==> src/rtl/frame_buf_ctrl.sv <==
// rtl/frame_buf_ctrl.sv - double-buffer BRAM write controller with single-reader grant/release
module frame_buf_ctrl #(
   parameter int FRAME_PIXELS = 307200,
   parameter int ADDR_W       = 19
) (
   input  logic              i_pclk,
   input  logic              i_rstn,
   input  logic              i_enable,
   input  logic              i_sof,
   input  logic              i_wr,
   input  logic [15:0]       i_wdata,
   output logic              o_bram_we,
   output logic [ADDR_W:0]   o_bram_waddr,
   output logic [15:0]       o_bram_wdata,
   input  logic              i_rd_req,
   output logic              o_rd_valid,
   output logic              o_rd_bank,
   input  logic              i_rd_done,
   output logic              o_busy,
   output logic [7:0]        o_abort_cnt
);

   localparam logic [ADDR_W-1:0] LAST_IDX = ADDR_W'(FRAME_PIXELS - 1);

   typedef enum logic [1:0] {IDLE, ARMED, WRITE} state_t;

   state_t            state, state_nxt;
   logic [ADDR_W-1:0] cnt;
   logic              wb;
   logic [1:0]        full;
   logic              latest;
   logic              start, accept, abort, last_px, sel_bank, grant, release_g;

   assign last_px = (cnt == LAST_IDX);

   always_ff @(posedge i_pclk or negedge i_rstn) begin
      if (!i_rstn) state <= IDLE;
      else         state <= state_nxt;
   end

   always_comb begin
      state_nxt = state;
      case (state)
         IDLE:    if (i_enable) state_nxt = ARMED;
         ARMED:   if (!i_enable) state_nxt = IDLE;
                  else if (i_sof) state_nxt = WRITE;
         WRITE:   if (!i_enable) state_nxt = IDLE;
                  else if (i_sof) state_nxt = WRITE;
                  else if (i_wr && last_px) state_nxt = ARMED;
         default: state_nxt = IDLE;
      endcase
   end

   // A start-of-frame always wins over a pixel in the same cycle; that pixel is dropped.
   always_comb begin
      start     = i_enable && i_sof && (state == ARMED || state == WRITE);
      accept    = (state == WRITE) && i_enable && !i_sof && i_wr;
      abort     = (state == WRITE) && (!i_enable || i_sof);
      sel_bank  = o_rd_valid ? ~o_rd_bank : ~latest;
      grant     = i_rd_req && !o_rd_valid && (full != 2'b00);
      release_g = i_rd_done && o_rd_valid;
   end

   always_ff @(posedge i_pclk or negedge i_rstn) begin
      if (!i_rstn) begin
         o_bram_we    <= 1'b0;
         o_bram_waddr <= '0;
         o_bram_wdata <= '0;
         o_rd_valid   <= 1'b0;
         o_rd_bank    <= 1'b0;
         o_busy       <= 1'b0;
         o_abort_cnt  <= '0;
         cnt          <= '0;
         wb           <= 1'b0;
         full         <= 2'b00;
         latest       <= 1'b0;
      end else begin
         o_bram_we <= accept;
         o_busy    <= (state_nxt == WRITE);
         if (start) begin
            wb             <= sel_bank;
            cnt            <= '0;
            full[sel_bank] <= 1'b0;
         end
         if (accept) begin
            o_bram_waddr <= {wb, cnt};
            o_bram_wdata <= i_wdata;
            if (last_px) begin
               cnt      <= '0;
               full[wb] <= 1'b1;
               latest   <= wb;
            end else begin
               cnt <= cnt + 1'b1;
            end
         end
         if (abort && o_abort_cnt != 8'hFF) o_abort_cnt <= o_abort_cnt + 8'd1;
         // Reader sees the flags as they were before this edge's frame completion.
         if (grant) begin
            o_rd_valid <= 1'b1;
            o_rd_bank  <= full[latest] ? latest : ~latest;
         end else if (release_g) begin
            o_rd_valid      <= 1'b0;
            full[o_rd_bank] <= 1'b0;
         end
      end
   end

endmodule

==> config.mk <==
export PLATFORM = sky130hd
export DESIGN_NAME = frame_buf_ctrl
export DESIGN_NICKNAME = d
export VERILOG_FILES = /design/src/rtl/frame_buf_ctrl.sv
export SDC_FILE = /design/constraint.sdc
export NUM_CORES = 1
export LEC_CHECK = 0
export ABC_AREA = 1
export ABC_CLOCK_PERIOD_IN_PS = 1500
export CAP_MARGIN = 30
export CORE_MARGIN = 2
export CORE_UTILIZATION = 30
export CTS_CLUSTER_SIZE = 40
export DETAILED_ROUTE_END_ITERATION = 7
export PLACE_DENSITY = 0.58
export SETUP_SLACK_MARGIN = 0.1
export SLEW_MARGIN = 20
export SYNTH_ARGS = -nofsm -noshare
export SYNTH_HDL_FRONTEND = slang
export SYNTH_SLANG_ARGS = --single-unit
==> constraint.sdc <==
create_clock -name i_pclk -period 1.5 [get_ports i_pclk]
set_input_delay 0.225 -clock i_pclk [delete_from_list [all_inputs] [get_ports i_pclk]]
set_output_delay 0.225 -clock i_pclk [all_outputs]
set_load 0.02 [all_outputs]
==> results of run 1 <==
## layout make-up
type / instances / area [um2]
fillers: 1103 / 5870
repair inverters: 1 / 8.76
clock buffers: 9 / 225
well taps: 143 / 179
multi-input cells: 278 / 1700
inverters: 45 / 181
clock inverters: 7 / 103
flip-flops and latches: 73 / 1830
repair buffers: 126 / 1170
## worst max-delay path, delay by kind of cell, from the launching register on
kind	cells	cell delay (ns)
flops	1	0.39
buf+inv	3	0.44
compound gates	1	0.09
simple gates	3	0.44
fa+ha+maj	1	0.13
## kinds of logic after synthesis
group / share of synthesized area
adder cells (fa/ha/maj): 0.0219
XOR/XNOR: 0.0409
buffers and inverters: 0.0606
AO/OA/AOI/OAI: 0.0811
AND/OR/NAND/NOR: 0.263
flip-flops: 0.533
## registers in the layout, summed over array words and instances, names as in the netlist
| register | cells |
|---|---|
| cnt | 19 |
| full | 2 |
| latest | 1 |
| o_abort_cnt | 8 |
| o_bram_waddr | 20 |
| o_bram_wdata | 16 |
| o_bram_we | 1 |
| o_busy | 1 |
| o_rd_bank | 1 |
| o_rd_valid | 1 |
| state | 2 |
| wb | 1 |
## cells in the mapped netlist, drive strengths merged
master	count	area [um2]
o22ai	9	56.3
or2	1	6.26
xor2	12	105
o32ai	1	8.76
nand3b	2	15.0
nand3	16	80.1
clkbuf	5	18.8
o21ai	34	170
a31oi	1	6.26
dfrtp	73	1830
a21oi	4	20.0
xnor2	4	35.0
a32oi	1	8.76
nor3	11	87.6
o21bai	1	7.51
buf	4	20.0
nand4	9	56.3
nor2	28	123
nand2	137	532
inv	45	169
ha	6	75.1
## metal layers
metal  vias to the layer above  wire length [um]  track usage
li1                       1561                 -            -
met1                      1594              4240        0.194
met2                        85              4740        0.268
met3                        13               450       0.0465
met4                         0               159       0.0525
met5                         -                 0            0
## repair_timing
item / CTS / global route
endpoints found under the setup margin: 110 / 72
endpoints found under the hold margin: 19 / 0
hold buffers: 1 / 0
pin swaps: 28 / 11
gates cloned: 3 / 1
resized for setup: 107 / 36
setup buffers: 7 / 6
## how the worst max path moves through the flow
stage | start | end | slack (ns) | depth (start not counted)
detailed placement | i_enable | o_abort_cnt[5] | -0.16 | 10
CTS | cnt[1] | cnt[1] | -0.02 | 10
global placement | i_enable | o_abort_cnt[5] | -0.13 | 10
global route | cnt[1] | cnt[9] | -0.15 | 10
finish | state[0] | cnt[13] | -0.07 | 8
floorplan | state[0] | o_bram_wdata[10] | 0.05 | 8
## per-stage QoR
step / util / setup TNS (ns)
floorplan: - / 0
global placement: 0.415 / -5.07
detailed placement: 0.415 / -7.27
CTS: 0.464 / -0.0400
global route: 0.480 / -4.45
finish: 0.480 / -0.408
## power groups by stage
stage | registers, uW | logic (uW) | clock network (uW)
after CTS | 2880 | 2620 | 2420
after global routing | 2960 | 2940 | 2530
after floorplan | 3380 | 847 | 0
after detailed placement | 2870 | 2750 | 0
after global placement | 2880 | 2700 | 0
final | 2890 | 2700 | 2380
==> summary.txt, run 1 <==
Status
  – Outcome: finished with violations
  – Violated checks: setup timing

Critical path
  – CP Max Fanout: 5
  – Crit path required time: 1.76 ns
  – Worst EP arrival: 1.83 ns
  – Critical Path Max Stage Delay: 0.39 ns
  – FF-to-FF End: cnt[13]
  – Critical path's slowest cell: dfrtp_1
  – Reg2Reg Depth: 8
  – Crit path cell chain: inv_2 -> ha_4 -> nand3b_1 -> nor2_4 -> buf_4 -> nand2_4 -> buf_12 -> o22ai_2
  – R2R Setup Slk: -0.07 ns
  – CP endpoint kind: flip-flop
  – Critical setup path kind: flip-flop to flip-flop
  – Startpoint types: flip-flop
  – RR Startpoint: state[0]

Drt
  – Vias per cell: 4.77
  – Drt total wl: ~9600 um
  – DRC: 0
  – TritonRoute pass-1 iters: 4
  – 1st-iter DRT viols: 117
  – Vias: 3253
  – Antenna-violating nets left: 0
  – DR WL/cell: 14.1 um

Timing
  – Least-Margin Pin Slew: 0.290 ns
  – Final Skew: 0.00707 ns
  – Final setup margin: -0.0711 ns
  – Relative slew margins: 0.805
  – Final setup fails: 18
  – Max Clock Freq: ~0.64 GHz
  – Post-route clock period utilization: 1.05
  – RSZ-0062 raised after global routing: true
  – Min Tclk post-route: approximately 1.6 ns
  – Worst hold slack: 0.318 ns
  – Slew Limit Fails: 0
  – Final Hold Violating Endpoints: 0

Die
  – Die width: between 100 and 150 um
  – Placeable Area: 11300 um2
  – Num rows: 39
  – I/O pin cnt: 71
  – Initial Utilization: 0.304
  – Die Ht: 111 um
  – DIE AREA: between 10000 and 15000 um2

Pwr
  – NetSw: 2890 uW
  – Cell leakage power: roughly 0.0026 uW
  – Max VDD drop: 0.000730 V
  – Pwr Total: 7960 uW
  – Int Pwr: 5080 uW
  – Switching Share: 0.362
  – Pwr/cell area: between 1000 and 1500 nW/um2
  – Clock power share: 0.299
  – Register share of total power: 0.362
  – Combinational Power Share: 0.339

GRT
  – GRT overflow: 0
  – Global-route wire length before repair: around 16000 um
  – Largest net degree at the start of global routing: 38
  – Initial antenna violation count: 0
  – GRT Util Overall: 0.159
  – Vias in the first global route: between 3000 and 4000

CTS
  – Skew-Pair Late Insertion Delay: around 0.34 ns
  – CTS Buffer Depth: 2
  – CTS tree: built
  – Total CTS buffers: 9
  – Clk sink count: between 70 and 80
  – Htree depth: 3
  – Clk slew on worst S/H paths: 0.06 ns
  – Root Buffer: clkbuf_16

Place
  – RePlAce Congestion: 0.811
  – PortBufs: 70
  – Placed cells: 648
  – HPWL after detailed placement: 6290 um
  – Worst slack at placement: -0.157 ns
  – Placed Area: 4680 um2

Final layout
  – Commonest non-fill, non-tap cell in the layout: nand2_1
  – Layout cells sized above 1: 0.306
  – ANT cells: 0
  – Most frequent cells in the layout: nand2_1 (95), dfrtp_1 (68), buf_4 (44), dlygate4sd2_1 (44), nand2_2 (38)
  – Non-Filler Instances: 682
  – # nets final: around 560
  – Layout area overhead: 57.8%
  – Final Instance Area: ~5400 um2

Synthesis
  – Syn nets: 433
  – Avg Inst Size Synth: 8.48 um2
  – Gate Count Post-Synth: 404
  – Cell Area, Synth: about 3400 um2
  – Seq cells post-synth: 73
  – Yosys warning count: 0
  – Sequential-to-total area share from yosys stat: 0.533
  – Synth unique cells: 29

Hold path
  – Type of the tightest min-delay check: primary input to asynchronous set/reset pin

Job
  – Max-cap violations: 0
Power figures use the tool's default switching activity.
==> run 2, diff against run 1 <==
ABC_CLOCK_PERIOD_IN_PS = 2040   (was 1500)
PLACE_DENSITY = 0.57   (was 0.58)
clock period = 2.04 ns   (was 1.5 ns; I/O delays follow)
==> run 2 against run 1 <==
  * Combinational power decreased by 35%
  * Clock skew up 0.0038 ns
  * Cell area is 13% lower
  * Global-route usage fell by 2.3 points
  * Worst setup slack gained 0.34 ns
  * Critical path depth is 2 higher
  * Largest power group unchanged
  * Sequential power is 28% lower
  * Die area is the same
  * Critical path type unchanged
  * First-iteration DRC count is 15% higher
  * Sequential share of layout area increased by 5.0 points
  * Hold slack better by 0.15 ns
  * The flow now finishes without violations
  * Non-clock buffer count down 50
==> summary.txt, run 2 (synthesis results as in run 1) <==
Job
  – Max-cap violations: 0 (unchanged)

Place
  – PortBufs: 70 (unchanged)
  – Placed Area: 4330 um2 (-7.5%)
  – HPWL after detailed placement: 5820 um (-7.5%)
  – RePlAce Congestion: 0.801 (-1.2%)

Timing
  – Setup TNS: 0 ns (+0.408 ns)
  – Final setup fails: 0 (-18)
  – Post-route clock period utilization: 0.868 (-0.179)
  – Max Clock Freq: 0.564 GHz (-11%)
  – Min Tclk post-route: 1.77 ns (+0.200 ns)
  – Relative slew margins: 0.672 (-0.133)
  – RSZ-0062 raised after global routing: false
  – Final Hold Violating Endpoints: 0 (unchanged)
  – Least-Margin Pin Slew: 0.492 ns (+0.202 ns)
  – Final Skew: 0.0108 ns (+0.00375 ns)
  – Slew Limit Fails: 0 (unchanged)

CTS
  – CTS tree: built
  – Resize count post-CTS: 0 (-100%)
  – Skew-Pair Late Insertion Delay: 0.34 ns (about the same)
  – Clk slew on worst S/H paths: 0.06 ns (about the same)
  – Total CTS buffers: 9 (unchanged)
  – Clk sink count: 73 (unchanged)
  – CTS Buffer Depth: 2 (unchanged)
  – Root Buffer: clkbuf_16
  – Post-CTS Setup Bufs: 0 (-7)
  – Htree depth: 3 (unchanged)

Pwr
  – Register share of total power: 0.365 (+0.003)
  – Int Pwr: 3880 uW (-23%)
  – Combinational Power Share: 0.307 (-0.032)
  – NetSw: 1840 uW (-36%)
  – Switching Share: 0.321 (-0.0413)
  – Max VDD drop: 0.000672 V (-8.0%)
  – Clock power share: 0.328 (+0.029)
  – Pwr/cell area: 1220 nW/um2 (-17%)
  – Cell leakage power: 0.00215 uW (-19%)

Final layout
  – Layout cells sized above 1: 0.0780 (-0.228)
  – Sequential cell area: 1830 um2 (-0.34%)
  – Final-layout fill cell count: 1147 (+4.0%)
  – Most frequent cells in the layout: nand2_1 (132), dfrtp_1 (73), clkdlybuf4s50_1 (69)
  – ANT cells: 0 (unchanged)
  – Final Instance Area: 4690 um2 (-13%)
  – Multi-input logic area: 1390 um2 (-18%)
  – Most flop-heavy register: o_bram_waddr
  – Commonest non-fill, non-tap cell in the layout: nand2_1
  – # nets final: 511 (-9.2%)
  – Layout area overhead: 36.9%
  – Max reg flops: 20 (unchanged)
  – Largest regs: o_bram_waddr x20, cnt x19, o_bram_wdata x16

Drt
  – Metal-1 WL: 3790 um (-11%)
  – Vias: 2843 (-13%)
  – Antenna-violating nets left: 0 (unchanged)
  – Drt total wl: 8090 um (-16%)
  – 1st-iter DRT viols: 134 (+15%)
  – Vias per cell: 4.51 (-5.4%)
  – DRC: 0 (unchanged)
  – Wire length on met3: 469 um (+4.2%)
  – Met2 wire length: 3720 um (-22%)
  – Top Layer Used: met4
  – DR WL/cell: 12.8 um (-8.6%)
  – TritonRoute pass-1 iters: 4 (unchanged)

Die
  – Initial Utilization: 0.304 (unchanged)
  – Placeable Area: 11300 um2 (unchanged)
  – I/O pin cnt: 71 (unchanged)
  – Num rows: 39 (unchanged)
  – Die Ht: 111 um (unchanged)
  – Die width: 111 um (unchanged)
  – DIE AREA: 12300 um2 (unchanged)

Critical path
  – Critical path's slowest cell: dfrtp_1
  – R2R Setup Slk: 0.27 ns (+0.34 ns)
  – Crit path required time: 2.26 ns (+0.50 ns)
  – FF-to-FF End: cnt[9]
  – CP Max Fanout: 9 (+4)
  – Reg2Reg Depth: 10 (+2)
  – Crit path cell chain: ha_1 -> nand2_2 -> nor2_4 -> nand2_2 -> nor3_4 -> nand2_2 -> nand2_4 -> inv_2 -> nand2_1 -> o21ai_1
  – Top cell by count, worst path: nand2_2
  – CP endpoint kind: flip-flop
  – Critical Path Max Stage Delay: 0.45 ns (+0.06 ns)
  – Startpoint types: flip-flop
  – CP Depth: 10 (+2)
  – CP top delay family: simple AND/OR/NAND/NOR gates
  – Buf/Inv on CP: 1 (-2)
  – RR Startpoint: cnt[0]
  – Worst EP arrival: 1.99 ns (+0.16 ns)
  – Critical setup path kind: flip-flop to flip-flop

GRT
  – Initial antenna violation count: 0 (unchanged)
  – GRT overflow: 0 (unchanged)
  – Largest net degree at the start of global routing: 54 (+42%)
  – GRT Util Overall: 0.135 (-0.0233)
  – Vias in the first global route: 2795 (-15%)
  – Global-route wire length before repair: 13500 um (-14%)

Hold path
  – Endpoint, Worst Hold: o_bram_wdata[14]
  – HP Start: o_bram_wdata[14]
  – Worst Hold Depth: 2
  – Type of the tightest min-delay check: flip-flop to flip-flop

Status
  – Outcome: finished, final reports clean
==> run 2: worst reg2reg max path, stage by stage (launching register included) <==
cell,delay [ns]
dfrtp_1,0.45
ha_1,0.22
nand2_2,0.07
nor2_4,0.14
nand2_2,0.11
nor3_4,0.20
nand2_2,0.09
nand2_4,0.15
inv_2,0.09
nand2_1,0.06
o21ai_1,0.05
==> run 2: stage by stage <==
step | cells | utilization | setup WS, ns | total power (uW) | hold slack (ns)
final | 630 | 0.416 | 0.268 | 5720 | 0.470
after global routing | 630 | 0.416 | 0.115 | 6050 | 0.485
after CTS | 630 | 0.416 | 0.275 | 5810 | 0.473
after detailed placement | 613 | 0.384 | 0.176 | 3890 | 0.313
after global placement | 613 | 0.384 | 0.239 | 3860 | 0.313
after floorplan | 404 | - | 0.483 | 3010 | 0.0104
==> run 2: worst max-delay path by stage <==
stage / from / end / slack [ns]
after floorplan: cnt[0] / cnt[1] / 0.48
after global placement: i_enable / o_abort_cnt[4] / 0.24
after detailed placement: i_sof / cnt[12] / 0.18
after CTS: cnt[0] / cnt[1] / 0.27
after global routing: cnt[0] / cnt[18] / 0.11
final: cnt[0] / cnt[9] / 0.27
==> run 2: repair_timing <==
action	4_1_cts	5_1_grt
hold endpoints to repair	34	0
setup endpoints to repair	0	0
hold buffers	1	0
==> run 2: area by class of cell <==
class	count	area share
multi-input combinational	277	0.297
inverter	45	0.0360
clock buffer	12	0.0547
clock inverter	4	0.0211
sequential	73	0.389
timing repair buffer	76	0.164
tap	143	0.0381
==> run 2: power by group through the flow <==
stage | sequential [uW] | combinational (uW) | clock [uW]
floorplan | 2450 | 556 | 0
global placement | 2110 | 1760 | 0
detailed placement | 2110 | 1780 | 0
CTS | 2100 | 1790 | 1920
global route | 2140 | 1930 | 1970
finish | 2090 | 1760 | 1880
==> run 2: routing by layer <==
metal  vias up  GRT usage
li1       1448          -
met3        10     0.0443
met4         0     0.0450
met1      1319      0.178
met2        66      0.211
met5         -          0
